## src/rtl/hack_boot_run_controller_if.sv

```systemverilog
// Signal bundle between the boot/run controller and the FPGA top level.
// The controller uses the master view; the top level, or a test environment, uses the slave view.
interface hack_boot_run_controller_if;
    logic       pll_locked;
    logic       loader_done;
    logic       btn_reset_strobe;
    logic       btn_pause_strobe;
    logic       btn_step_strobe;
    logic       loader_run;
    logic       cpu_reset;
    logic       cpu_clk_en;
    logic       load_error;
    logic [7:0] boot_count;
    logic [2:0] state;

    modport master (
        input  pll_locked,
        input  loader_done,
        input  btn_reset_strobe,
        input  btn_pause_strobe,
        input  btn_step_strobe,
        output loader_run,
        output cpu_reset,
        output cpu_clk_en,
        output load_error,
        output boot_count,
        output state
    );

    modport slave (
        output pll_locked,
        output loader_done,
        output btn_reset_strobe,
        output btn_pause_strobe,
        output btn_step_strobe,
        input  loader_run,
        input  cpu_reset,
        input  cpu_clk_en,
        input  load_error,
        input  boot_count,
        input  state
    );
endinterface

```

## src/rtl/hack_boot_run_controller.sv

```systemverilog
// SoC bring-up sequencer: PLL lock settle, ROM load, CPU reset hold, then run/pause/step control.
// All outputs are registered and are derived from the next state, so there is no input-to-output path.
module hack_boot_run_controller #(
    parameter int unsigned STARTUP_DELAY       = 16,
    parameter int unsigned POST_LOAD_HOLD      = 8,
    parameter int unsigned LOAD_TIMEOUT_CYCLES = 1048576
) (
    input  logic                              clk,
    input  logic                              reset_n,
    hack_boot_run_controller_if.master        bus
);

    typedef enum logic [2:0] {
        S_WAIT_LOCK = 3'd0,
        S_SETTLE    = 3'd1,
        S_LOAD      = 3'd2,
        S_HOLD      = 3'd3,
        S_RUN       = 3'd4,
        S_PAUSE     = 3'd5,
        S_ERROR     = 3'd6
    } state_e;

    localparam int unsigned CW = 24;
    localparam logic [CW-1:0] SETTLE_LAST  = CW'(STARTUP_DELAY - 1);
    localparam logic [CW-1:0] HOLD_LAST    = CW'(POST_LOAD_HOLD - 1);
    localparam logic [CW-1:0] TIMEOUT_LAST = CW'(LOAD_TIMEOUT_CYCLES - 1);

    state_e        state_q, state_d;
    logic [CW-1:0] cnt_q, cnt_d;
    logic          loader_run_q, loader_run_d;
    logic          cpu_reset_q, cpu_reset_d;
    logic          cpu_clk_en_q, cpu_clk_en_d;
    logic          load_error_q, load_error_d;
    logic [7:0]    boot_count_q, boot_count_d;
    logic          step_pulse;

    // Shared counter: settle length in SETTLE, timeout in LOAD, hold length in HOLD.
    always_ff @(posedge clk or negedge reset_n) begin
        if (!reset_n) begin
            state_q      <= S_WAIT_LOCK;
            cnt_q        <= '0;
            loader_run_q <= 1'b0;
            cpu_reset_q  <= 1'b1;
            cpu_clk_en_q <= 1'b0;
            load_error_q <= 1'b0;
            boot_count_q <= 8'd0;
        end else begin
            state_q      <= state_d;
            cnt_q        <= cnt_d;
            loader_run_q <= loader_run_d;
            cpu_reset_q  <= cpu_reset_d;
            cpu_clk_en_q <= cpu_clk_en_d;
            load_error_q <= load_error_d;
            boot_count_q <= boot_count_d;
        end
    end

    // Loader handshake: loader_run rises on LOAD entry and stays high until loader_done is
    // sampled high in LOAD; it then drops on the next edge. loader_done outside LOAD is ignored.
    always_comb begin
        state_d      = state_q;
        cnt_d        = cnt_q;
        load_error_d = load_error_q;
        boot_count_d = boot_count_q;
        step_pulse   = 1'b0;

        if (!bus.pll_locked) begin
            state_d = S_WAIT_LOCK;
            cnt_d   = '0;
        end else begin
            case (state_q)
                S_WAIT_LOCK: begin
                    state_d = S_SETTLE;
                    cnt_d   = '0;
                end
                S_SETTLE: begin
                    if (cnt_q == SETTLE_LAST) begin
                        state_d = S_LOAD;
                        cnt_d   = '0;
                    end else begin
                        cnt_d = cnt_q + CW'(1);
                    end
                end
                S_LOAD: begin
                    if (bus.loader_done) begin
                        state_d      = S_HOLD;
                        cnt_d        = '0;
                        load_error_d = 1'b0;
                        if (boot_count_q != 8'hFF) begin
                            boot_count_d = boot_count_q + 8'd1;
                        end
                    end else if (cnt_q == TIMEOUT_LAST) begin
                        state_d      = S_ERROR;
                        cnt_d        = '0;
                        load_error_d = 1'b1;
                    end else begin
                        cnt_d = cnt_q + CW'(1);
                    end
                end
                S_HOLD: begin
                    if (bus.btn_reset_strobe) begin
                        cnt_d = '0;
                    end else if (cnt_q == HOLD_LAST) begin
                        state_d = S_RUN;
                        cnt_d   = '0;
                    end else begin
                        cnt_d = cnt_q + CW'(1);
                    end
                end
                S_RUN: begin
                    if (bus.btn_reset_strobe) begin
                        state_d = S_HOLD;
                        cnt_d   = '0;
                    end else if (bus.btn_pause_strobe) begin
                        state_d = S_PAUSE;
                    end
                end
                S_PAUSE: begin
                    if (bus.btn_reset_strobe) begin
                        state_d = S_HOLD;
                        cnt_d   = '0;
                    end else if (bus.btn_pause_strobe) begin
                        state_d = S_RUN;
                    end else if (bus.btn_step_strobe) begin
                        step_pulse = 1'b1;
                    end
                end
                S_ERROR: begin
                    if (bus.btn_reset_strobe) begin
                        state_d = S_SETTLE;
                        cnt_d   = '0;
                    end
                end
                default: begin
                    state_d = S_WAIT_LOCK;
                    cnt_d   = '0;
                end
            endcase
        end

        loader_run_d = (state_d == S_LOAD);
        cpu_reset_d  = !((state_d == S_RUN) || (state_d == S_PAUSE));
        cpu_clk_en_d = (state_d == S_RUN) || step_pulse;
    end

    assign bus.loader_run = loader_run_q;
    assign bus.cpu_reset  = cpu_reset_q;
    assign bus.cpu_clk_en = cpu_clk_en_q;
    assign bus.load_error = load_error_q;
    assign bus.boot_count = boot_count_q;
    assign bus.state      = state_q;

endmodule

```

## src/flat_wrapper.sv

```systemverilog
// flat-port wrapper written by rule: the top's interface ports become plain ports
module hack_boot_run_controller_flat 
#(
    parameter int unsigned STARTUP_DELAY       = 16,
    parameter int unsigned POST_LOAD_HOLD      = 8,
    parameter int unsigned LOAD_TIMEOUT_CYCLES = 1048576
)
  (clk, reset_n, bus_pll_locked, bus_loader_done, bus_btn_reset_strobe, bus_btn_pause_strobe, bus_btn_step_strobe, bus_loader_run, bus_cpu_reset, bus_cpu_clk_en, bus_load_error, bus_boot_count, bus_state);
  hack_boot_run_controller_if bus_i ();
  input  logic clk;
  input  logic reset_n;
  input wire logic [$bits(bus_i.pll_locked)-1:0] bus_pll_locked;
  input wire logic [$bits(bus_i.loader_done)-1:0] bus_loader_done;
  input wire logic [$bits(bus_i.btn_reset_strobe)-1:0] bus_btn_reset_strobe;
  input wire logic [$bits(bus_i.btn_pause_strobe)-1:0] bus_btn_pause_strobe;
  input wire logic [$bits(bus_i.btn_step_strobe)-1:0] bus_btn_step_strobe;
  output wire logic [$bits(bus_i.loader_run)-1:0] bus_loader_run;
  output wire logic [$bits(bus_i.cpu_reset)-1:0] bus_cpu_reset;
  output wire logic [$bits(bus_i.cpu_clk_en)-1:0] bus_cpu_clk_en;
  output wire logic [$bits(bus_i.load_error)-1:0] bus_load_error;
  output wire logic [$bits(bus_i.boot_count)-1:0] bus_boot_count;
  output wire logic [$bits(bus_i.state)-1:0] bus_state;
  assign bus_i.pll_locked = bus_pll_locked;
  assign bus_i.loader_done = bus_loader_done;
  assign bus_i.btn_reset_strobe = bus_btn_reset_strobe;
  assign bus_i.btn_pause_strobe = bus_btn_pause_strobe;
  assign bus_i.btn_step_strobe = bus_btn_step_strobe;
  assign bus_loader_run = bus_i.loader_run;
  assign bus_cpu_reset = bus_i.cpu_reset;
  assign bus_cpu_clk_en = bus_i.cpu_clk_en;
  assign bus_load_error = bus_i.load_error;
  assign bus_boot_count = bus_i.boot_count;
  assign bus_state = bus_i.state;
  hack_boot_run_controller #(.STARTUP_DELAY(STARTUP_DELAY), .POST_LOAD_HOLD(POST_LOAD_HOLD), .LOAD_TIMEOUT_CYCLES(LOAD_TIMEOUT_CYCLES)) u_core (.clk(clk), .reset_n(reset_n), .bus(bus_i));
endmodule
```

## config.mk

```make
export PLATFORM = sky130hd
export DESIGN_NAME = hack_boot_run_controller_flat
export DESIGN_NICKNAME = d
export VERILOG_FILES = /design/src/rtl/hack_boot_run_controller_if.sv /design/src/rtl/hack_boot_run_controller.sv /design/src/flat_wrapper.sv
export SDC_FILE = /design/constraint.sdc
export NUM_CORES = 1
export LEC_CHECK = 0
export CORE_UTILIZATION = 57
export DETAILED_ROUTE_END_ITERATION = 10
export DONT_BUFFER_PORTS = 1
export PLACE_DENSITY = 0.75
export SYNTH_ARGS = -nofsm -noshare
export SYNTH_HDL_FRONTEND = slang
export SYNTH_SLANG_ARGS = --single-unit
export TNS_END_PERCENT = 5
```

## constraint.sdc

```tcl
create_clock -name clk -period 2.1 [get_ports clk]
set_clock_uncertainty 0.1 [all_clocks]
set_input_delay 0.42 -clock clk [delete_from_list [all_inputs] [get_ports clk]]
set_output_delay 0.42 -clock clk [all_outputs]
set_load 0.01 [all_outputs]
```

==> impl_metrics.tcl <==
set metrics [dict create \
    port-buffer-count 0 \
    hold_depth 1 \
    rrSetupSlack_ps -60 \
    cts_buffers 5 \
    drive_gt1_share_pct 32.7 \
    cts_tree "done" \
    n_antenna_cell 0 \
    async_reset_ff_share_pct 100 \
    layout_setup_ws_ps -63.0 \
    use_met2_pct 52.2 \
    finalWirelength_mm 6.08 \
    clk_path_buf_depth 2 \
    drc 0 \
    syn_nets 265 \
    synth-edff-count 0 \
    yosysWarnings 0 \
    worst_slew_pin_slew_ps 614 \
    die_x_um 65.4 \
    violations "negative setup slack" \
    power_mw 1.37 \
    critPathBufInv 2 \
    relSlewSlack_pct 59.0 \
    min-delay-start "bus_loader_done" \
    min-delay-path-class "primary input to flop" \
    vias 2186 \
    core_area_sq_mm 0.00377 \
    grt-ovfl-total 0 \
    area_delta_synth_final_pct 30.7 \
    cp.arrival_ps 2250 \
    instances_no_fill 360 \
    met1_usage_pct 39.0 \
    grt_usage_pct 31.1 \
    finalMaxSlewViolations 0 \
    path_cells "nor4_4 -> buf_4 -> nand4_1 -> o211ai_1 -> nand2_2 -> nor3_4 -> buf_4 -> nor2_1" \
    path_clk_slew_ps 80 \
    start_util_pct 60.8 \
    path_class "flop to flop" \
    place_hpwl_mm 4.14 \
    synth_cell_type_count 56 \
    setup_viol 23 \
    clk_latency_ps 300 \
    cp_max_fo 5 \
    r2r-end "u_core.cnt_q[16]" \
    htree_levels 2 \
    seq_area_frac_synth_pct 42.6 \
    global_route.usage.met3_pct 6.25 \
    synth_area_per_cell_sq_um 8.95 \
    drtIter0Drc 122 \
    placed_cell_area_sq_mm 0.00272 \
    dr.pass1.iters 4 \
    rr_worst_depth 8 \
    fin_crit_ps 2160 \
    io_pins 22 \
    p_per_area_mw_per_mm2 457 \
    dp_cells 347 \
    post-route-cell-area_sq_mm 0.00300 \
    place_ws_ps -176 \
    setup.worst_path.start_class "flop" \
    critPathMaxStageDelay_ps 430 \
    antenna_found_initial 0 \
    ys.flop_type "dfrtp_1" \
    num_rows 22 \
    dieArea_sq_mm 0.00428 \
    rsz0062_at_grt "true" \
    grt_pass1_wl_mm 9.99 \
    p_leak_nw 1.33 \
    vdd_ir_drop_max_v 0.000505 \
    hold_violations 0 \
    cpMostUsedCell "buf_4" \
    grt_pass1_vias 2187 \
    utilization_pct 79.5 \
    wl_per_cell_um 16.9 \
    netlist_area_sq_mm 0.00229 \
    via_per_inst 6.07 \
    nets 320 \
    die_y_um 65.4 \
    rr_startpoint "u_core.cnt_q[21]" \
    maxCapViolations 0 \
    status "complete, but fails checks" \
    clock.fmax_mhz 462 \
    cp_slowest_cell "dfrtp_1" \
    cp.required_ps 2190 \
    period_share_pct 103 \
    place.gp.congestion 0.857 \
    grt_max_degree 40 \
    top_usage_layer "met2" \
    root_buffer "clkbuf_8" \
    synth-seq-cells 39 \
    clock_sinks 39 \
    cp-end-kind "flop" \
    cpLargestDelayFamily "simple AND/OR/NAND/NOR gates" \
    ant_nets 0 \
    min_to "u_core.bus.load_error" \
    synthCells 256 \
]
-- synthesized netlist by cell type (4+ instances only) --
master | n | share of area (%)
dfrtp_1 | 38 | 41
nor2_1 | 31 | 5.1
nand2_1 | 28 | 4.6
o21ai_0 | 17 | 3.7
xnor2_1 | 12 | 4.6
nand3_1 | 11 | 2.4
inv_1 | 10 | 1.6
nand4_1 | 9 | 2.5
nor3_1 | 8 | 1.7
xor2_1 | 8 | 3.1
nor4_1 | 6 | 1.6
clkbuf_1 | 5 | 0.82
o211ai_1 | 5 | 1.6
a21oi_1 | 4 | 0.87
buf_2 | 4 | 0.87
nor2b_1 | 4 | 1.1
-- kinds of logic (layout without fill, tap and decap cells) --
logic type                 count (synthesis)  in the layout  share of synthesized area, %
muxes                                      2              2                         0.928
and+or+nand+nor                          127            127                          30.5
xor gates and xnor gates                  20             20                          7.64
adders and majority gates                  2              2                          1.09
DFF                                       39             39                          42.6
AOI/OAI and AO/OA                         46             46                          13.6
buffers and inverters                     20             76                          3.55
-- flip-flops by register name, summed over array words and instances, names as in the netlist --
register               flops
u_core.bus.boot_count      8
u_core.bus.cpu_clk_en      1
u_core.bus.cpu_reset       1
u_core.bus.load_error      1
u_core.bus.loader_run      1
u_core.bus.state           3
u_core.cnt_q              24
-- how the worst max path moves through the flow --
stage | to | from | slack [ps] | cells past startpoint
detailed placement | u_core.cnt_q[6] | u_core.cnt_q[7] | -180 | 7
global placement | u_core.cnt_q[18] | u_core.cnt_q[4] | -80 | 7
floorplan | u_core.cnt_q[23] | u_core.cnt_q[5] | 10 | 7
global route | u_core.cnt_q[1] | u_core.cnt_q[21] | -150 | 8
CTS | u_core.cnt_q[23] | u_core.cnt_q[4] | -10 | 6
finish | u_core.cnt_q[16] | u_core.cnt_q[21] | -60 | 8
-- what timing repair did --
| item | 4_1_cts | 5_1_grt |
|---|---|---|
| pin swaps | 6 | 6 |
| setup buffers | 1 | 1 |
| gates resized for setup | 12 | 20 |
| hold endpoints to repair | 39 | 0 |
| hold buffers | 2 | 0 |
| gates cloned | 0 | 1 |
| setup endpoints to repair | 29 | 35 |
-- power by group --
| part | switching, mW | leakage [nW] | internal, mW |
|---|---|---|---|
| logic | 0.0503 | 0.757 | 0.0367 |
| registers | 0.00197 | 0.528 | 0.753 |
| clock network | 0.289 | 0.0408 | 0.237 |
| total | 0.342 | 1.33 | 1.03 |
-- per-stage QoR --
stage                     TNS, ps  hold WS, ps
final                        -751          103
after detailed placement    -3730         25.6
after floorplan                 0         24.4
after global placement      -1300         25.5
after CTS                   -10.8         99.4
after global routing        -3060         95.2
-- per-layer routing --
layer	vias up	wire length, um
li1	1031	-
met3	19	340
met1	1056	2490
met5	-	0
met2	80	3060
met4	0	191
-- layout make-up --
| cell class | count | area, sq um |
|---|---|---|
| inverters | 10 | 37.5 |
| well taps | 48 | 60.1 |
| clock buffers | 5 | 68.8 |
| flip-flops and latches | 39 | 978 |
| clock inverters | 3 | 23.8 |
| fillers | 238 | 774 |
| multi-input cells | 197 | 1360 |
| repair buffers | 58 | 470 |
-- placed cells by master (no fill, tap or decap), types with 3 or more instances in the layout --
cell,count
nand3b_1,3
dfrtp_1,37
buf_4,53
o21ai_0,14
nand2_1,26
nor2_1,30
nor3_1,6
clkbuf_8,5
o211ai_1,5
xor2_1,8
a21o_1,3
xnor2_1,12
nor2b_1,3
nor4_2,3
nand4_1,9
inv_1,10
a21oi_1,4
nand3_1,10
No activity file was read; power rests on OpenSTA's default activity.
